===== src/rtl/uart_rx_fifo.sv =====
// 8N1 UART receiver with a small first-word-fall-through receive FIFO.
// Frame errors and overruns are reported as single-cycle pulses.
//
//  state   | meaning
//  --------+--------------------------------------------------------
//  S_IDLE  | line idle, waiting for a high-to-low transition
//  S_START | half-bit wait, then confirm the start bit is still low
//  S_DATA  | sampling 8 data bits, LSB first, once per bit period
//  S_STOP  | sampling stop bit; high pushes the byte, low flags error
module uart_rx_fifo #(
  parameter int CLKS_PER_BIT = 217,
  parameter int FIFO_DEPTH   = 4
) (
  input  logic       clk,
  input  logic       resetn,
  input  logic       rxd,
  output logic [7:0] rx_data,
  output logic       rx_valid,
  input  logic       rx_ready,
  output logic       frame_err,
  output logic       overrun,
  output logic       busy
);

  localparam int AW = (FIFO_DEPTH > 1) ? $clog2(FIFO_DEPTH) : 1;
  localparam logic [15:0] CNT_HALF = 16'(CLKS_PER_BIT / 2 - 1);
  localparam logic [15:0] CNT_FULL = 16'(CLKS_PER_BIT - 1);
  localparam logic [AW:0] OCC_FULL = (AW + 1)'(FIFO_DEPTH);

  typedef enum logic [1:0] {S_IDLE, S_START, S_DATA, S_STOP} state_t;

  logic          r_sync1, r_sync2, r_rxd_prev;
  logic [1:0]    r_warm;
  logic          w_rxd_s;
  state_t        r_state, w_state_nxt;
  logic [15:0]   r_cnt, w_cnt_nxt;
  logic [2:0]    r_idx, w_idx_nxt;
  logic [7:0]    r_shift, w_shift_nxt;
  logic          w_push, w_ferr;
  logic          r_frame_err, r_overrun;
  logic [7:0]    r_mem [FIFO_DEPTH];
  logic [AW-1:0] r_wptr, r_rptr;
  logic [AW:0]   r_count;
  logic          w_pop, w_full, w_wr;

  assign w_rxd_s = r_sync2;

  // Edge history is held low until both synchronizer stages carry real line
  // samples, so a line stuck low across reset never looks like a start bit.
  always_ff @(posedge clk or negedge resetn) begin
    if (!resetn) begin
      r_sync1    <= 1'b1;
      r_sync2    <= 1'b1;
      r_warm     <= 2'd0;
      r_rxd_prev <= 1'b0;
    end else begin
      r_sync1    <= rxd;
      r_sync2    <= r_sync1;
      if (r_warm != 2'd2) r_warm <= r_warm + 2'd1;
      r_rxd_prev <= (r_warm == 2'd2) ? r_sync2 : 1'b0;
    end
  end

  always_ff @(posedge clk or negedge resetn) begin
    if (!resetn) begin
      r_state <= S_IDLE;
      r_cnt   <= '0;
      r_idx   <= '0;
      r_shift <= '0;
    end else begin
      r_state <= w_state_nxt;
      r_cnt   <= w_cnt_nxt;
      r_idx   <= w_idx_nxt;
      r_shift <= w_shift_nxt;
    end
  end

  always_comb begin
    w_state_nxt = r_state;
    w_cnt_nxt   = r_cnt;
    w_idx_nxt   = r_idx;
    w_shift_nxt = r_shift;
    w_push      = 1'b0;
    w_ferr      = 1'b0;
    case (r_state)
      S_IDLE: begin
        if (r_rxd_prev && !w_rxd_s) begin
          w_state_nxt = S_START;
          w_cnt_nxt   = CNT_HALF;
        end
      end
      S_START: begin
        if (r_cnt == '0) begin
          if (!w_rxd_s) begin
            w_state_nxt = S_DATA;
            w_cnt_nxt   = CNT_FULL;
            w_idx_nxt   = '0;
          end else begin
            w_state_nxt = S_IDLE;
          end
        end else begin
          w_cnt_nxt = r_cnt - 16'd1;
        end
      end
      S_DATA: begin
        if (r_cnt == '0) begin
          w_shift_nxt = {w_rxd_s, r_shift[7:1]};
          w_idx_nxt   = r_idx + 3'd1;
          w_cnt_nxt   = CNT_FULL;
          if (r_idx == 3'd7) w_state_nxt = S_STOP;
        end else begin
          w_cnt_nxt = r_cnt - 16'd1;
        end
      end
      S_STOP: begin
        if (r_cnt == '0) begin
          w_push      = w_rxd_s;
          w_ferr      = !w_rxd_s;
          w_state_nxt = S_IDLE;
        end else begin
          w_cnt_nxt = r_cnt - 16'd1;
        end
      end
      default: w_state_nxt = S_IDLE;
    endcase
  end

  assign w_pop  = rx_valid && rx_ready;
  assign w_full = (r_count == OCC_FULL);
  // When full, a simultaneous pop frees the slot the write pointer aims at.
  assign w_wr   = w_push && (!w_full || w_pop);

  always_ff @(posedge clk or negedge resetn) begin
    if (!resetn) begin
      r_wptr  <= '0;
      r_rptr  <= '0;
      r_count <= '0;
      for (int i = 0; i < FIFO_DEPTH; i++) r_mem[i] <= 8'h00;
    end else begin
      if (w_wr) begin
        r_mem[r_wptr] <= r_shift;
        r_wptr        <= r_wptr + AW'(1);
      end
      if (w_pop) r_rptr <= r_rptr + AW'(1);
      case ({w_wr, w_pop})
        2'b10:   r_count <= r_count + (AW + 1)'(1);
        2'b01:   r_count <= r_count - (AW + 1)'(1);
        default: r_count <= r_count;
      endcase
    end
  end

  always_ff @(posedge clk or negedge resetn) begin
    if (!resetn) begin
      r_frame_err <= 1'b0;
      r_overrun   <= 1'b0;
    end else begin
      r_frame_err <= w_ferr;
      r_overrun   <= w_push && w_full && !w_pop;
    end
  end

  assign rx_data   = r_mem[r_rptr];
  assign rx_valid  = (r_count != '0);
  assign frame_err = r_frame_err;
  assign overrun   = r_overrun;
  assign busy      = (r_state != S_IDLE);

endmodule

===== config.mk =====
export PLATFORM = sky130hd
export DESIGN_NAME = uart_rx_fifo
export DESIGN_NICKNAME = d
export VERILOG_FILES = /design/src/rtl/uart_rx_fifo.sv
export SDC_FILE = /design/constraint.sdc
export NUM_CORES = 1
export LEC_CHECK = 0
export ABC_AREA = 1
export CAP_MARGIN = 30
export CORE_ASPECT_RATIO = 1.75
export CORE_MARGIN = 2
export CORE_UTILIZATION = 34
export CTS_CLUSTER_DIAMETER = 150
export DETAILED_ROUTE_END_ITERATION = 7
export PLACE_DENSITY = 0.62
export SLEW_MARGIN = 0
export SYNTH_ARGS = -nofsm -noshare
export SYNTH_HDL_FRONTEND = slang
export SYNTH_SLANG_ARGS = --single-unit
export TNS_END_PERCENT = 20

===== constraint.sdc =====
create_clock -name clk -period 3.3 [get_ports clk]
set_input_delay 0.99 -clock clk [delete_from_list [all_inputs] [get_ports clk]]
set_output_delay 0.99 -clock clk [all_outputs]
set_load 0.05 [all_outputs]

==> metrics.cfg, run 1 <==
[run_status]
status=completed

[sta]
setup-tns-final_ns=0
rsz0062_at_grt=false
slew_viol_final=0
finalCriticalPeriod_ns=3.02
period_share=0.916
worstMarginPinSlew_ns=0.531
maxSlewHeadroom=0.645
final-setup-viol-count=0
hold_violations=0
skew_ns=0.00664
setup_ws_ns=0.276
fmax_ghz=0.331

[synthesis]
avgSynthCellArea_um2=8.01
yosys.cell_types.count=36
ys_warn_count=0
ys_seq_area_frac=0.460
synth_edf_count=0
synthArstFlopShare=1.00
synth_cells=510
syn-num-nets=530
synth_ff_type=dfrtp_1
yosys_register_bits=75
synth_area_um2=4090

[detailed_routing]
vias_per_cell=5.25
first_iter_violations=212
vias=3494
ant_nets=0
drc=0
wl_per_cell_um=15.0
dr.pass1.iters=5
wirelength_um=9980

[die]
die_w_um=86.9
core_area_um2=11900
die_height_um=149
ioPinCount=16
initial_core_util=0.344
dieArea_um2=12900
placementRows=53

[critical_path]
startpoint_type=register
max_stage_delay_ns=0.83
critical_path_class=reg -> out
cp-end-kind=primary output
path_cells=inv_1, ha_1, inv_1, clkdlybuf4s50_1
crit_required_ns=2.31
worstPathArrival_ns=2.03
slowest_stage=clkdlybuf4s50_1
crit_top_cell=inv_1
cp_max_fo=6

[cts]
cts_tree=built
cts_num_sinks=75
clkTransAtPathRegs_ns=0.06
htreeDepth=3
numCtsBuffers=9
clockBufferDepth=2
ctsRootBufferMaster=clkbuf_16
clk_latency_ns=0.34

[placement]
gp_congestion=0.879
port_buffers=15
placed_cell_area_um2=4320
dpl.hpwl_um=7350
place_ws_ns=0.389

[final_layout]
drive_above_1_share=0.0985
n_antenna_cell=0
fillers=1203
finalNetCount=543
final_area_um2=4630
syn_to_final_growth_pct=13.4

[power]
swShare=0.449
p_int_mw=1.99
clkPwrFrac=0.260
p_sw_mw=1.62
finalPower_mw=3.62
power.density_nw_per_um2=781
max-vdd-ir-drop_v=0.000298
p_leak_nw=2.38
seqPwrFrac=0.310
combinationalPowerShare=0.431

[global_routing]
grt_max_degree=76
gr-total-overflow=0
grt.total_usage=0.167
grt_pass1_wl_um=17000
antenna_found_initial=0
grt_pass1_vias=3559

[job]
max_cap_viol_count=0

[worst_hold_path]
min_path_type=reg -> reg

[cell usage after synthesis, drive strengths merged, types with 3 or more instances]
| master | number | share of area |
|---|---|---|
| nand2 | 156 | 0.15 |
| dfrtp | 73 | 0.45 |
| nor2 | 60 | 0.067 |
| nand4 | 49 | 0.075 |
| inv | 38 | 0.035 |
| nand3 | 34 | 0.043 |
| o21ai | 27 | 0.033 |
| ha | 15 | 0.046 |
| a21oi | 10 | 0.016 |
| clkbuf | 10 | 0.011 |
| buf | 8 | 0.014 |
| o22ai | 8 | 0.012 |
| xor2 | 7 | 0.015 |
| nor3 | 3 | 0.0064 |
[layer usage]
metal  vias up  share of wire  global-route usage
met5         -              0                   0
met4         0          0.036              0.0883
met3        28          0.031              0.0304
met2        85           0.55               0.302
met1      1660           0.38               0.178
li1       1721              -                   -
[logic make-up (layout without fill, tap and decap cells)]
kind of cell | count (synthesis) | in the layout | synth area share
AND/OR/NAND/NOR | 305 | 305 | 0.343
flip-flops | 75 | 75 | 0.460
buffers and inverters | 58 | 76 | 0.0616
AO/OA/AOI/OAI | 47 | 47 | 0.0649
adder cells (fa/ha/maj) | 16 | 16 | 0.0508
XOR/XNOR | 9 | 9 | 0.0193
[area by class of cell]
cell class	count	area [um^2]	area share
Multi-Input combinational cell	377	1950	0.422
Sequential cell	75	1880	0.406
Clock buffer	9	225	0.0486
Timing Repair Buffer	20	190	0.0411
Tap cell	137	171	0.0370
Inverter	40	150	0.0324
Clock inverter	7	61.3	0.0132
[flip-flops by register name, summed over array words and instances, names as in the netlist, 2 cells and up, named ones only]
register,flops
r_wptr,2
r_warm,2
r_rptr,2
r_cnt,16
r_count,3
r_shift,8
r_mem,32
r_idx,3
[timing repair]
item,in CTS,in global routing
endpoints found under the setup margin,0,1
gates resized for setup,0,1
setup buffers,0,0
hold buffers,0,0
[critical path, delay by kind of cell (launching register included)]
family / cells / cell delay, ns
DFF: 1 / 0.45
buffers and inverters: 3 / 1.03
adders and majority gates: 1 / 0.22
[per-stage QoR]
step / hold WS [ns] / cells / utilization
after floorplan: 0.345 / 510 / -
after global placement: 0.349 / 648 / 0.364
after detailed placement: 0.347 / 648 / 0.364
after CTS: 0.356 / 664 / 0.388
after global routing: 0.360 / 665 / 0.390
final: 0.355 / 665 / 0.390
[worst paths after layout]
path	start	end	slack, ns	cells after the start
hold / removal	r_sync1	r_sync2	0.36	0
max in group asynchronous	resetn	r_sync1	2.24	2
min in group asynchronous	resetn	r_mem[29]	0.46	1
setup reg to reg	r_cnt[0]	r_count[1]	0.98	11
setup / recovery	r_state[0]	busy	0.28	4
hold reg to reg	r_sync1	r_sync2	0.36	0
[power groups by stage]
stage	Sequential [mW]	Combinational, mW	Clock [mW]
3_5_place_dp	1.13	1.55	0
3_3_place_gp	1.13	1.53	0
2_1_floorplan	1.09	1.16	0
4_1_cts	1.12	1.56	0.959
6_report	1.12	1.56	0.939
5_1_grt	1.13	1.70	1.00
[cell usage in the layout, fill, tap and decap left out, drive strengths merged, types with 9 or more instances in the layout]
cell / count
ha: 15
nor2: 60
buf: 13
o21ai: 27
nand4: 49
clkbuf: 9
dfrtp: 73
nand2: 156
a21oi: 10
inv: 40
nand3: 34
Power figures use the tool's default switching activity.
==> run 2, diff against run 1 <==
- HOLD_SLACK_MARGIN: unset -> 0.08
- PLACE_DENSITY: 0.62 -> 0.51
==> metrics.cfg, run 2 (same netlist as run 1, synthesis figures left out) <==
[detailed_routing]
dr.pass1.iters=4
first_iter_violations=163
ant_nets=0
drc=0
vias=3350
wl_per_cell_um=14.6
vias_per_cell=5.05
wirelength_um=9680

[global_routing]
grt.total_usage=0.162
grt_max_degree=76
grt_busiest_layer=met2
grt_pass1_wl_um=16500
met3_usage=0.0266
grt_use_met2=0.308
gr-total-overflow=0
grt_pass1_vias=3338
antenna_found_initial=0
met1_usage=0.175

[placement]
dp_cells=647
placed_cell_area_um2=4310
port_buffers=15
place_ws_ns=0.364
dpl.hpwl_um=7120
gp_congestion=0.856

[critical_path]
slowest_stage=clkdlybuf4s50_1
startpoint_type=register
cp_max_fo=6
critical_path_class=reg -> out
path_cells=inv_1, ha_1, inv_1, clkdlybuf4s50_1
crit_required_ns=2.31
worstPathArrival_ns=1.97
cp-end-kind=primary output
max_stage_delay_ns=0.81
crit_top_cell=inv_1

[die]
core_area_um2=11900
die_height_um=149
placementRows=53
dieArea_um2=12900
initial_core_util=0.344
die_w_um=86.9
ioPinCount=16

[cts]
cts_num_sinks=75
htreeDepth=3
cts_resized=0
clkTransAtPathRegs_ns=0.06
postCtsHoldBufs=0
numCtsBuffers=9
cts_setup_buffers=0
ctsRootBufferMaster=clkbuf_16
clk_latency_ns=0.33
clockBufferDepth=2
cts_tree=built

[sta]
worstMarginPinSlew_ns=0.499
final-setup-viol-count=0
setup_ws_ns=0.339
hold_violations=0
fmax_ghz=0.338
finalCriticalPeriod_ns=2.96
setup-tns-final_ns=0
maxSlewHeadroom=0.667
rsz0062_at_grt=false
skew_ns=0.00565
hold_ws_ns=0.360
period_share=0.897
slew_viol_final=0

[power]
finalPower_mw=3.69
seqPwrFrac=0.300
p_leak_nw=2.37
power.density_nw_per_um2=794
swShare=0.419
max-vdd-ir-drop_v=0.000264
combinationalPowerShare=0.416
p_sw_mw=1.55
p_int_mw=2.14
clkPwrFrac=0.285

[run_status]
status=completed

[final_layout]
final_area_um2=4650
layout_common_cells=nand2_1, dfrtp_1, nor2_1
final_cells=663
finalNetCount=542
drive_above_1_share=0.0951
fillers=1210
layout_commonest_cell=nand2_1
largest_reg_flops=32
reg_top3=r_mem (32), r_cnt (16), r_shift (8)
n_antenna_cell=0
largest-register=r_mem
fin_util=0.392
syn_to_final_growth_pct=13.8

[worst_hold_path]
min_path_type=reg -> reg

[job]
max_cap_viol_count=0

==> run 2: worst paths after layout <==
| check | from | to | slack (ns) | cells past startpoint |
|---|---|---|---|---|
| worst max-delay path | r_state[0] | busy | 0.34 | 4 |
| worst min-delay path | r_sync1 | r_sync2 | 0.36 | 0 |
| worst max register to register | r_cnt[0] | r_count[1] | 0.98 | 11 |
| worst min register to register | r_sync1 | r_sync2 | 0.36 | 0 |
| max in group asynchronous | resetn | r_sync1 | 2.24 | 2 |
| min in group asynchronous | resetn | r_mem[22] | 0.46 | 1 |
==> run 2: routing by layer <==
layer	vias to the layer above	part of all wire
met5	-	0
met4	0	0.018
met3	12	0.016
li1	1719	-
met2	32	0.57
met1	1587	0.40
==> run 2: critical path, delay by kind of cell (launching register included) <==
family	cells	cell delay (ns)
flops	1	0.43
buf+inv	3	1.01
fa+ha+maj	1	0.20
==> run 2: final cells by class <==
type / instances / area [um^2] / share of cell area
Clock inverter: 4 / 75.1 / 0.0161
Clock buffer: 11 / 243 / 0.0522
Multi-Input combinational cell: 377 / 1950 / 0.420
Timing Repair Buffer: 19 / 178 / 0.0382
Tap cell: 137 / 171 / 0.0369
Inverter: 40 / 150 / 0.0323
Sequential cell: 75 / 1880 / 0.404
==> run 2: power by group through the flow <==
stage | combinational (mW) | sequential (mW) | clock (mW)
after global placement | 1.54 | 1.12 | 0
after floorplan | 1.16 | 1.09 | 0
final | 1.53 | 1.11 | 1.05
after global routing | 1.72 | 1.12 | 1.11
after CTS | 1.55 | 1.11 | 1.08
after detailed placement | 1.54 | 1.12 | 0
==> run 3, diff against run 2 <==
- SETUP_SLACK_MARGIN: unset -> 0.15
==> results of run 3 <==
No change in the layout: final DEF, timing and power equal those of run 2.
